<file path="config.mk">
export PLATFORM = sky130hd
export DESIGN_NAME = pipe_stage_reg
export DESIGN_NICKNAME = d
export VERILOG_FILES = /design/src/rtl/pipe_stage_reg_pkg.sv /design/src/rtl/pipe_stage_reg_perf.sv /design/src/rtl/pipe_stage_reg.sv
export SDC_FILE = /design/constraint.sdc
export NUM_CORES = 1
export LEC_CHECK = 0
export BUFFER_PORTS_ARGS = -buffer_cell sky130_fd_sc_hd__buf_2
export CORE_ASPECT_RATIO = 0.8
export CORE_MARGIN = 8
export CORE_UTILIZATION = 47
export DETAILED_ROUTE_END_ITERATION = 16
export GPL_ROUTABILITY_DRIVEN = 0
export PLACE_DENSITY_LB_ADDON = 0.3
export SLEW_MARGIN = 40
export SYNTH_ARGS = -nofsm -noshare
export SYNTH_HDL_FRONTEND = slang
export SYNTH_SLANG_ARGS = --single-unit
</file>
<file path="constraint.sdc">
create_clock -name clk -period 2.25 [get_ports clk]
set_input_delay 0.45 -clock clk [delete_from_list [all_inputs] [get_ports clk]]
set_output_delay 0.45 -clock clk [all_outputs]
set_load 0.01 [all_outputs]
</file>
<file path="src/rtl/pipe_stage_reg_pkg.sv">
// Shared types and bundle layout for pipe_stage_reg and the stage wrappers that pack/unpack bundles.
// Package name: pipe_pkg.
package pipe_pkg;

   typedef enum logic [1:0] {
      EMPTY = 2'd0,
      FULL  = 2'd1,
      SKID  = 2'd2
   } pipe_state_e;

   localparam int CTRL_W_DEF = 10;
   localparam int DATA_W_DEF = 207;

   // ctrl bundle: {RegWrite, MemWrite, ALUSrc, Branch, Jump, ALUControl[2:0], ResultSrc[1:0]}
   localparam int REGWRITE_B = 9;
   localparam int MEMWRITE_B = 8;
   localparam int ALUSRC_B   = 7;
   localparam int BRANCH_B   = 6;
   localparam int JUMP_B     = 5;
   localparam int ALUCTL_LSB = 2;
   localparam int RESSRC_LSB = 0;

   // data bundle: {RD1, RD2, ImmExt, PC, PCPlus4, Instr, Rd, Rs1, Rs2}
   localparam int RD1_LSB     = 175;
   localparam int RD2_LSB     = 143;
   localparam int IMMEXT_LSB  = 111;
   localparam int PC_LSB      = 79;
   localparam int PCPLUS4_LSB = 47;
   localparam int INSTR_LSB   = 15;
   localparam int RD_LSB      = 10;
   localparam int RS1_LSB     = 5;
   localparam int RS2_LSB     = 0;

endpackage

</file>
<file path="src/rtl/pipe_stage_reg_perf.sv">
// Stall and flush event counters for a pipeline stage; both wrap at 2^32.
// Instantiated by pipe_stage_reg only when PIPE_STAGE_PERF_EN is defined.
module pipe_stage_perf (
   input  logic        clk,
   input  logic        reset,
   input  logic        i_stall,
   input  logic        i_flush_hit,
   output logic [31:0] o_stall_cnt,
   output logic [31:0] o_flush_cnt
);

   logic [31:0] r_stall_cnt;
   logic [31:0] r_flush_cnt;

   always_ff @(posedge clk or negedge reset) begin
      if (!reset) begin
         r_stall_cnt <= '0;
         r_flush_cnt <= '0;
      end else begin
         if (i_stall)     r_stall_cnt <= r_stall_cnt + 32'd1;
         if (i_flush_hit) r_flush_cnt <= r_flush_cnt + 32'd1;
      end
   end

   assign o_stall_cnt = r_stall_cnt;
   assign o_flush_cnt = r_flush_cnt;

endmodule

</file>
<file path="src/rtl/pipe_stage_reg.sv">
// Valid/ready pipeline stage register with a 2-entry skid buffer so in_ready comes from a flop.
// Optional counters: define PIPE_STAGE_PERF_EN to add stall_cnt/flush_cnt outputs.
module pipe_stage_reg
   import pipe_pkg::*;
#(
   parameter int CTRL_W          = CTRL_W_DEF,
   parameter int DATA_W          = DATA_W_DEF,
   parameter bit FLUSH_DATA_ZERO = 1'b0
) (
   input  logic              clk,
   input  logic              reset,
   input  logic              flush,
   input  logic              in_valid,
   output logic              in_ready,
   input  logic [CTRL_W-1:0] in_ctrl,
   input  logic [DATA_W-1:0] in_data,
   output logic              out_valid,
   input  logic              out_ready,
   output logic [CTRL_W-1:0] out_ctrl,
   output logic [DATA_W-1:0] out_data
`ifdef PIPE_STAGE_PERF_EN
   ,
   output logic [31:0]       stall_cnt,
   output logic [31:0]       flush_cnt
`endif
);

   pipe_state_e       r_state, w_state_nxt;
   logic              r_in_ready;
   logic [CTRL_W-1:0] r_m_ctrl, r_s_ctrl;
   logic [DATA_W-1:0] r_m_data, r_s_data;

   logic w_accept, w_drain, w_m_vld, w_s_vld;
   logic w_ld_m_in, w_ld_m_s, w_ld_s;

   // Entry valid bits are encoded by the state itself.
   assign w_m_vld  = (r_state != EMPTY);
   assign w_s_vld  = (r_state == SKID);
   assign w_accept = in_valid & r_in_ready;
   assign w_drain  = w_m_vld & out_ready;

   always_ff @(posedge clk or negedge reset) begin
      if (!reset) begin
         r_state    <= EMPTY;
         r_in_ready <= 1'b0;
      end else begin
         r_state    <= w_state_nxt;
         r_in_ready <= (w_state_nxt != SKID);
      end
   end

   always_comb begin
      w_state_nxt = r_state;
      w_ld_m_in   = 1'b0;
      w_ld_m_s    = 1'b0;
      w_ld_s      = 1'b0;
      case (r_state)
         EMPTY: begin
            if (w_accept) begin
               w_ld_m_in   = 1'b1;
               w_state_nxt = FULL;
            end
         end
         FULL: begin
            if (w_accept && w_drain) begin
               w_ld_m_in = 1'b1;
            end else if (w_accept) begin
               w_ld_s      = 1'b1;
               w_state_nxt = SKID;
            end else if (w_drain) begin
               w_state_nxt = EMPTY;
            end
         end
         SKID: begin
            if (w_drain) begin
               w_ld_m_s    = 1'b1;
               w_state_nxt = FULL;
            end
         end
         default: w_state_nxt = EMPTY;
      endcase
      if (flush) begin
         w_state_nxt = EMPTY;
         w_ld_m_in   = 1'b0;
         w_ld_m_s    = 1'b0;
         w_ld_s      = 1'b0;
      end
   end

   always_ff @(posedge clk or negedge reset) begin
      if (!reset) begin
         r_m_ctrl <= '0;
         r_m_data <= '0;
         r_s_ctrl <= '0;
         r_s_data <= '0;
      end else if (flush) begin
         r_m_ctrl <= '0;
         r_s_ctrl <= '0;
         if (FLUSH_DATA_ZERO) begin
            r_m_data <= '0;
            r_s_data <= '0;
         end
      end else begin
         if (w_ld_m_in) begin
            r_m_ctrl <= in_ctrl;
            r_m_data <= in_data;
         end else if (w_ld_m_s) begin
            r_m_ctrl <= r_s_ctrl;
            r_m_data <= r_s_data;
         end
         if (w_ld_s) begin
            r_s_ctrl <= in_ctrl;
            r_s_data <= in_data;
         end
      end
   end

   assign in_ready  = r_in_ready;
   assign out_valid = w_m_vld;
   // Bubbles must never carry write enables downstream.
   assign out_ctrl  = w_m_vld ? r_m_ctrl : '0;
   assign out_data  = r_m_data;

`ifdef PIPE_STAGE_PERF_EN
   pipe_stage_perf u_perf (
      .clk         (clk),
      .reset       (reset),
      .i_stall     (w_m_vld & ~out_ready),
      .i_flush_hit (flush & (w_m_vld | w_s_vld)),
      .o_stall_cnt (stall_cnt),
      .o_flush_cnt (flush_cnt)
   );
`endif

endmodule

</file>
# ---- After elaboration in Yosys (flattened, before gate mapping)
# Index checks and enable logic that the tools add are counted.
# W data, S select, Z words.
dict set report word_totals {
  regBits 437
  in_bits 222
  out_inout_bits 219
}
dict set report op_classes {
  eq_ne 3
  muxes 25
  n_bitwise 3
  n_reduce_logical 8
}
# operator count
set op_table {}
lappend op_table {{$mux W207} 2}
lappend op_table {{$mux W10} 6}
lappend op_table {{$mux W2} 6}
lappend op_table {{$mux W1} 9}
lappend op_table {{$pmux W2 S3} 1}
lappend op_table {{$reduce_bool A2 Y1} 3}
lappend op_table {{$reduce_and A2 Y1} 2}
lappend op_table {{$reduce_bool A3 Y1} 1}
lappend op_table {{$and A1 B1 Y1} 2}
lappend op_table {{$eq A2 B1 Y1 const B} 1}
lappend op_table {{$eq A2 B2 Y1 const B} 1}
lappend op_table {{$logic_not A2 Y1} 1}
lappend op_table {{$ne A2 B2 Y1 const B} 1}
lappend op_table {{$pmux W1 S2} 1}
lappend op_table {{$logic_and A1 B1 Y1} 1}
lappend op_table {{$not A1 Y1} 1}

# ---- Logic depth before layout (Yosys ltp)
# Gate-level depths: netlist of the first run.
dict set report logic_depth {
  ltp_word 8
  ltp_mapped 7
}

# ---- Worst setup path after synthesis of the first run
# Ideal clock, no wire load.
dict set report synth_timing {
  kind {in2reg}
  startpoint {input port flush}
  endpoint {register r_m_data[163] (netlist: out_data[163])}
  t_arrival_ns 1.640
  required_ns 2.186
  slack_ns 0.547
  path_stages 7
  path_buffers 4
  cell_sequence {buf_2 -> nor4_4 -> buf_4 -> buf_2 -> buf_2 -> a22o_1 -> a21o_1}
}
dict set report synth_between {
  elab_chain_len 3
  elab_cells_between_ends 6
  cone_classes {3 x mux; 1 x bitwise; 2 x reduce/logical}
}
# element line
set synth_rtl {}
lappend synth_rtl {{from (decl)} pipe_stage_reg.sv:12} ;# input logic flush,
lappend synth_rtl {{$mux W1} pipe_stage_reg.sv:82} ;# if (flush) begin
lappend synth_rtl {{$reduce_bool A2 Y1 (no source line)} n/a}
lappend synth_rtl {{$reduce_and A2 Y1 (no source line)} n/a}
lappend synth_rtl {{to (signal assigned)} pipe_stage_reg.sv:106} ;# r_m_data <= in_data;
lappend synth_rtl {{to (signal assigned)} pipe_stage_reg.sv:109} ;# r_m_data <= r_s_data;
lappend synth_rtl {{to (decl)} pipe_stage_reg.sv:31} ;# logic [DATA_W-1:0] r_m_data, r_s_data;
# Parallel ways exist; a longest one is shown, timed or not.
# A chain may end at the register's enable or synchronous reset.

# ---- Worst setup path after layout of the first run
dict set report layout_timing {
  startpoint {register r_state[1]}
  endpoint {output port out_ctrl[0]}
}
dict set report layout_between {
  elab_chain_len 2
}
# element line
set layout_rtl {}
lappend layout_rtl {{from (decl)} pipe_stage_reg.sv:28} ;# pipe_state_e r_state, w_state_nxt;
lappend layout_rtl {{from (signal assigned)} pipe_stage_reg.sv:47} ;# r_state <= w_state_nxt;
lappend layout_rtl {{$reduce_bool A2 Y1} pipe_stage_reg.sv:37} ;# assign w_m_vld = (r_state != EMPTY);
lappend layout_rtl {{$mux W10} pipe_stage_reg.sv:121} ;# assign out_ctrl = w_m_vld ? r_m_ctrl : '0;
lappend layout_rtl {{to (decl)} pipe_stage_reg.sv:19} ;# output logic [CTRL_W-1:0] out_ctrl,
# No other way between the ends.

==> flow_summary_export.csv, run 1 <==
group,metric,value,unit
clock_network,cts_tree,"built",
floorplanning,die_area,44100,um2
finish,finalNonFillerCells,2617,
synth,synth_top_area_share,61.9,%
route,finalWirelength,51400,um
worst_setup_path,path_cells,"nor2_1, buf_4, nor2b_1, buf_2",
sta,tns,0,ps
placed_design,place_inst,2529,
clock_network,cts_buffer_depth,3,
clock_network,post_cts_resized,0,
power,powerDensity,989,nW/um2
synth,muxShareOfSynthArea,0,%
finish,register_area,10900,um2
worst_setup_path,r2r_cells,7,
synth,synth_top_family_by_area,"compound AO/OA/AOI/OAI gates",
synth,synthFlopType,"dfrtp_1",
worst_setup_path,cp_slowest_stage_delay,510,ps
synth,synth-seq-cells,437,
synth,synthTopCellsByCount,"633 x nand2_1, 437 x dfrtp_1, 217 x a22o_1, 207 x a21o_1, 81 x buf_2",
finish,final_cell_area,22300,um2
synth,synth_area_per_cell,10.6,um2
floorplanning,die_h,189,um
synth,synth_largest_area_cell,"dfrtp_1",
placed_design,port_buffers,440,
sta,min_period,2080,ps
global_routing,grt.total_usage,22.6,%
worst_setup_path,crit_path_end_kind,"primary output",
route,via_per_inst,5.44,
synth,ys_seq_area_share,61.9,%
finish,drive_gt1_share,27.1,%
route,vias,14200,
sta,finalCritPeriodShare,92.3,%
floorplanning,num_rows,63,
synth,netlist_area,17700,um2
route,drtPass1Iterations,5,
floorplanning,pin_count,441,
global_routing,overflow,0,
synth,synth_most_common_cell,"nand2_1",
worst_setup_path,cp_max_fo,11,
sta,max_slew_margin,61.4,%
sta,tightest_slew,574,ps
clock_network,htreeDepth,2,
sta,fin_skew,11.4,ps
job,drv_cap,0,
worst_setup_path,worstSetupPathType,"flip-flop to primary output",
worst_setup_path,cp_data_required_time,1800,ps
worst_hold_path,worstHoldPathCells,3,
global_routing,antenna_found_initial,15,
clock_network,cts-root-buf,"clkbuf_16",
route,wl_per_cell,19.7,um
power,vdd_ir_drop_max,0.000948,V
worst_hold_path,min_path_type,"input pin to flip-flop",
worst_hold_path,hold_end,"r_s_data[100]",
sta,slew_viol_final,0,
finish,multi_input_area,6170,um2
synth,synth_area_leaders,"dfrtp_1 62%, nand2_1 13%, a22o_1 11%",
clock_network,postCtsSetupBuffers,0,
sta,final_hold_viol_count,0,
finish,nFillCells,3082,
global_routing,grt_pass1_vias,14800,
route,drt_drc_violations_left,0,
worst_setup_path,rr_startpoint,"r_state[1]",
floorplanning,core-area,37000,um2
clock_network,cts.sinks,437,
worst_setup_path,arrival,1630,ps
route,postRouteAntennaNets,0,
finish,syn_to_final_growth,26.2,%
worst_hold_path,hp-start,"in_data[100]",
synth,yosysWarnings,0,
global_routing,grt_pass1_wl,80900,um
synth,syn-num-nets,1886,
clock_network,cts.clk_slew.worst_paths,60,ps
run_status,outcome,"complete, no violations",
power,p_leak,0.0128,uW
clock_network,clock_latency,540,ps
synth,synth-edff-count,0,
worst_setup_path,reg2reg_to,"out_data[198]",
worst_setup_path,rrSetupSlack,250,ps
synth,synth_cells,1664,
clock_network,cts_buffers,44,
floorplanning,initial_core_util,47.7,%
sta,rsz0062_at_grt,"false",
worst_setup_path,crit_path_start_kind,"flip-flop",
placed_design,place_area,20700,um2
synth,ys_types,25,
sta,timing.fmax,482,MHz
sta,final-setup-viol-count,0,
synth,synth_xor_area_share,0.0496,%
synth,synth_fa_ha_area_share,0,%
finish,final_nets,2311,
synth,synthSimpleGateAreaFrac,14.4,%
route,drt_iter0_markers,1132,
placed_design,dp_hpwl,34800,um
global_routing,grt_max_degree,89,
synth,synth_compound_area_share,20.4,%
floorplanning,fp.dieW,233,um
worst_setup_path,slowest_stage,"dfrtp_1",
synth,async_flop_share,100,%
[placed cells by master (no fill, tap or decap), types with 6 or more instances in the layout]
cell       Yosys  layout
o21ai_0       10      10
buf_4          1      29
diode_2        0       7
dfrtp_1      437     437
clkbuf_8       0       8
a22o_1       217     217
nor2b_1       10      10
clkbuf_16      0      45
nand2_1      633     633
buf_12         0      29
bufinv_16      0       6
buf_2         81     439
clkinv_2       0      11
clkbuf_1      31       6
a2bb2oi_1     10      10
a21o_1       207     207
[metal layers]
layer	share of wire, %	track usage (%)
met1	40	28.3
met2	48	36.8
met3	8.5	7.15
met4	3.0	7.43
met5	0.16	0
[power breakdown]
part	switching, uW	internal (uW)	total, uW
Combinational	2030	1690	3710
Sequential	1040	9600	10600
Clock	3060	4620	7680
Total	6130	15900	22000
[registers in the layout (all words and copies together), names as in the netlist]
register / cells
in_ready: 1
out_data: 207
r_m_ctrl: 10
r_s_ctrl: 10
r_s_data: 207
r_state: 2
[cells by family (layout without fill, tap and decap cells)]
logic type	after synthesis	count (layout)
other	0	7
and+or+nand+nor	657	657
xor gates and xnor gates	1	1
AOI/OAI and AO/OA	447	447
DFF	437	437
buffers and inverters	122	581
[through the flow]
stage	utilization [%]	hold slack, ps	setup WS, ps	total power (uW)
finish	60.2	114	174	22000
global route	60.1	89.7	85.7	23100
CTS	60.1	80.6	148	22300
detailed placement	56.0	416	200	14500
global placement	56.0	414	280	14300
floorplan	-	154	547	12500
[worst max-delay path: cells and delay by family (launching register included)]
kind                   cells  cell delay, ps
flip-flops                 1             510
buffers and inverters      2             340
AND/OR/NAND/NOR            2             240
[repair_timing]
item	CTS	global route
hold endpoints to repair	40	0
hold buffers	1	0
endpoints found under the setup margin	0	0
[final cells by class]
type / instances / area share, %
tap: 487 / 2.73
inverter: 2 / 0.0337
clock buffer: 59 / 5.65
sequential: 437 / 49.1
antenna: 7 / 0.0786
clock inverter: 21 / 1.19
timing repair buffer: 499 / 13.6
multi-input combinational: 1105 / 27.7
[worst max-delay path by stage]
| stage | from | endpoint | slack (ps) | depth (start not counted) |
|---|---|---|---|---|
| finish | r_state[1] | out_ctrl[0] | 170 | 4 |
| detailed placement | out_ready | r_s_data[68] | 200 | 7 |
| global route | r_state[1] | out_ctrl[0] | 90 | 4 |
| global placement | out_ready | out_data[170] | 280 | 8 |
| CTS | r_state[1] | out_ctrl[0] | 150 | 4 |
| floorplan | flush | out_data[163] | 550 | 7 |
Power figures use the tool's default switching activity.
==> run 2: changes to the inputs <==
Settings changed: MAX_ROUTING_LAYER set to met4.
==> flow_summary_export.csv, run 2 (synthesis gave the netlist of run 1 again) <==
group,metric,value,unit
floorplanning,fp.dieW,233,um
job,drv_cap,0,
worst_setup_path,path_cells,"nor2_1, buf_4, nor2b_1, buf_2",
clock_network,cts.sinks,437,
finish,syn_to_final_growth,26.3,%
sta,rsz0062_at_grt,"false",
worst_setup_path,cp_max_fo,11,
worst_setup_path,slowest_stage,"dfrtp_1",
clock_network,clock_latency,540,ps
clock_network,cts.clk_slew.worst_paths,70,ps
route,drt_iter0_markers,1102,
finish,finalNonFillerCells,2625,
sta,final-setup-viol-count,0,
route,finalWirelength,51400,um
clock_network,postCtsSetupBuffers,0,
worst_setup_path,cp_num_buf_inv,2,
route,drtPass1Iterations,5,
global_routing,grt_pass1_vias,14800,
floorplanning,num_rows,63,
route,wl_per_cell,19.6,um
worst_setup_path,worstSetupPathType,"flip-flop to primary output",
clock_network,htreeDepth,2,
route,postRouteAntennaNets,0,
clock_network,cts_buffers,44,
power,switchingPower,6140,uW
floorplanning,pin_count,441,
floorplanning,core-area,37000,um2
floorplanning,initial_core_util,47.7,%
clock_network,cts_buffer_depth,3,
worst_setup_path,arrival,1620,ps
placed_design,place_inst,2529,
power,vdd_ir_drop_max,0.000945,V
global_routing,grt_max_degree,89,
sta,tns,0,ps
route,via_per_inst,5.38,
global_routing,antenna_found_initial,15,
finish,layout_common_cells,"633 x nand2_1, 439 x buf_2, 437 x dfrtp_1",
global_routing,grt.total_usage,23.2,%
clock_network,cts-root-buf,"clkbuf_16",
finish,drive_gt1_share,27.1,%
power,pwr-share-seq,48.3,%
floorplanning,die_area,44100,um2
finish,final_common_cell,"nand2_1",
power,powerDensity,988,nW/um2
finish,nFillCells,3072,
worst_setup_path,crit_path_start_kind,"flip-flop",
global_routing,overflow,0,
worst_setup_path,cp_slowest_stage_delay,500,ps
worst_setup_path,critical-path-top-delay-family,"flip-flops",
clock_network,cts_tree,"built",
sta,finalCritPeriodShare,91.8,%
finish,final_nets,2311,
clock_network,cts_hold_buf,1,
placed_design,dp_hpwl,34800,um
worst_setup_path,crit_path_end_kind,"primary output",
sta,slew_viol_final,0,
worst_hold_path,min_path_type,"input pin to flip-flop",
power,p_sw_share,27.8,%
sta,min_period,2070,ps
sta,max_slew_margin,60.6,%
sta,fin_skew,15.3,ps
run_status,outcome,"complete, no violations",
clock_network,post_cts_resized,0,
worst_setup_path,cp_data_required_time,1800,ps
power,p_clk_share,34.9,%
power,p_comb_share,16.9,%
sta,timing.fmax,484,MHz
sta,tightest_slew,586,ps
route,drt_drc_violations_left,0,
power,p_leak,0.0128,uW
sta,final_hold_viol_count,0,
global_routing,grt_pass1_wl,80700,um
route,vias,14100,
power,internal-power,15900,uW
placed_design,port_buffers,440,
floorplanning,die_h,189,um
## run 2: cell count changes in the layout (fill, tap and decap cells not counted), sizes merged
cell,previous run,this run
diode,7,15
## run 2: per-layer routing
metal / GRT usage [%] / wire, um
met5: - / 0
met2: 36.8 / 25000
met4: 7.43 / 1460
met1: 28.7 / 20800
met3: 6.34 / 4230
## run 2: path summary, 6_finish.rpt
kind,from,end,slack [ps],cells after the start
worst min register to register,out_data[157],out_data[157],470,1
min in group asynchronous,reset,r_s_data[126],440,2
worst max register to register,r_state[1],out_data[198],270,7
worst max-delay path,r_state[1],out_ctrl[4],180,4
max in group asynchronous,reset,out_data[33],1000,4
worst min-delay path,in_data[20],r_s_data[20],110,3
## run 2: through the flow
step | hold slack, ps | power (uW) | cell area [um2] | utilization [%] | worst slack (ps)
after floorplan | 154 | 12500 | 17700 | - | 547
after global placement | 414 | 14300 | 20700 | 56.0 | 280
after detailed placement | 416 | 14500 | 20700 | 56.0 | 200
after CTS | 80.6 | 22300 | 22300 | 60.1 | 148
after global routing | 89.7 | 23100 | 22300 | 60.2 | 85.6
final | 108 | 22000 | 22300 | 60.2 | 184
## run 2: area by class of cell
class | count | area, um2 | area share [%]
sequential | 437 | 10900 | 49.0
clock buffer | 59 | 1260 | 5.64
timing repair buffer | 499 | 3020 | 13.5
clock inverter | 21 | 265 | 1.19
tap | 487 | 609 | 2.73
antenna | 15 | 37.5 | 0.168
inverter | 2 | 7.51 | 0.0337
multi-input combinational | 1105 | 6170 | 27.7
## run 2: worst reg2reg max path, delay by kind of cell (launching register included)
kind,cells,cell delay (ps)
compound gates,1,240
buf+inv,3,600
simple gates,3,510
flops,1,500
## run 2: power groups by stage
stage          combinational [uW]  sequential, uW  clock (uW)
2_1_floorplan                1730           10800           0
3_3_place_gp                 3610           10700           0
3_5_place_dp                 3760           10700           0
4_1_cts                      3780           10600        7860
5_1_grt                      4140           10800        8170
6_report                     3710           10600        7690
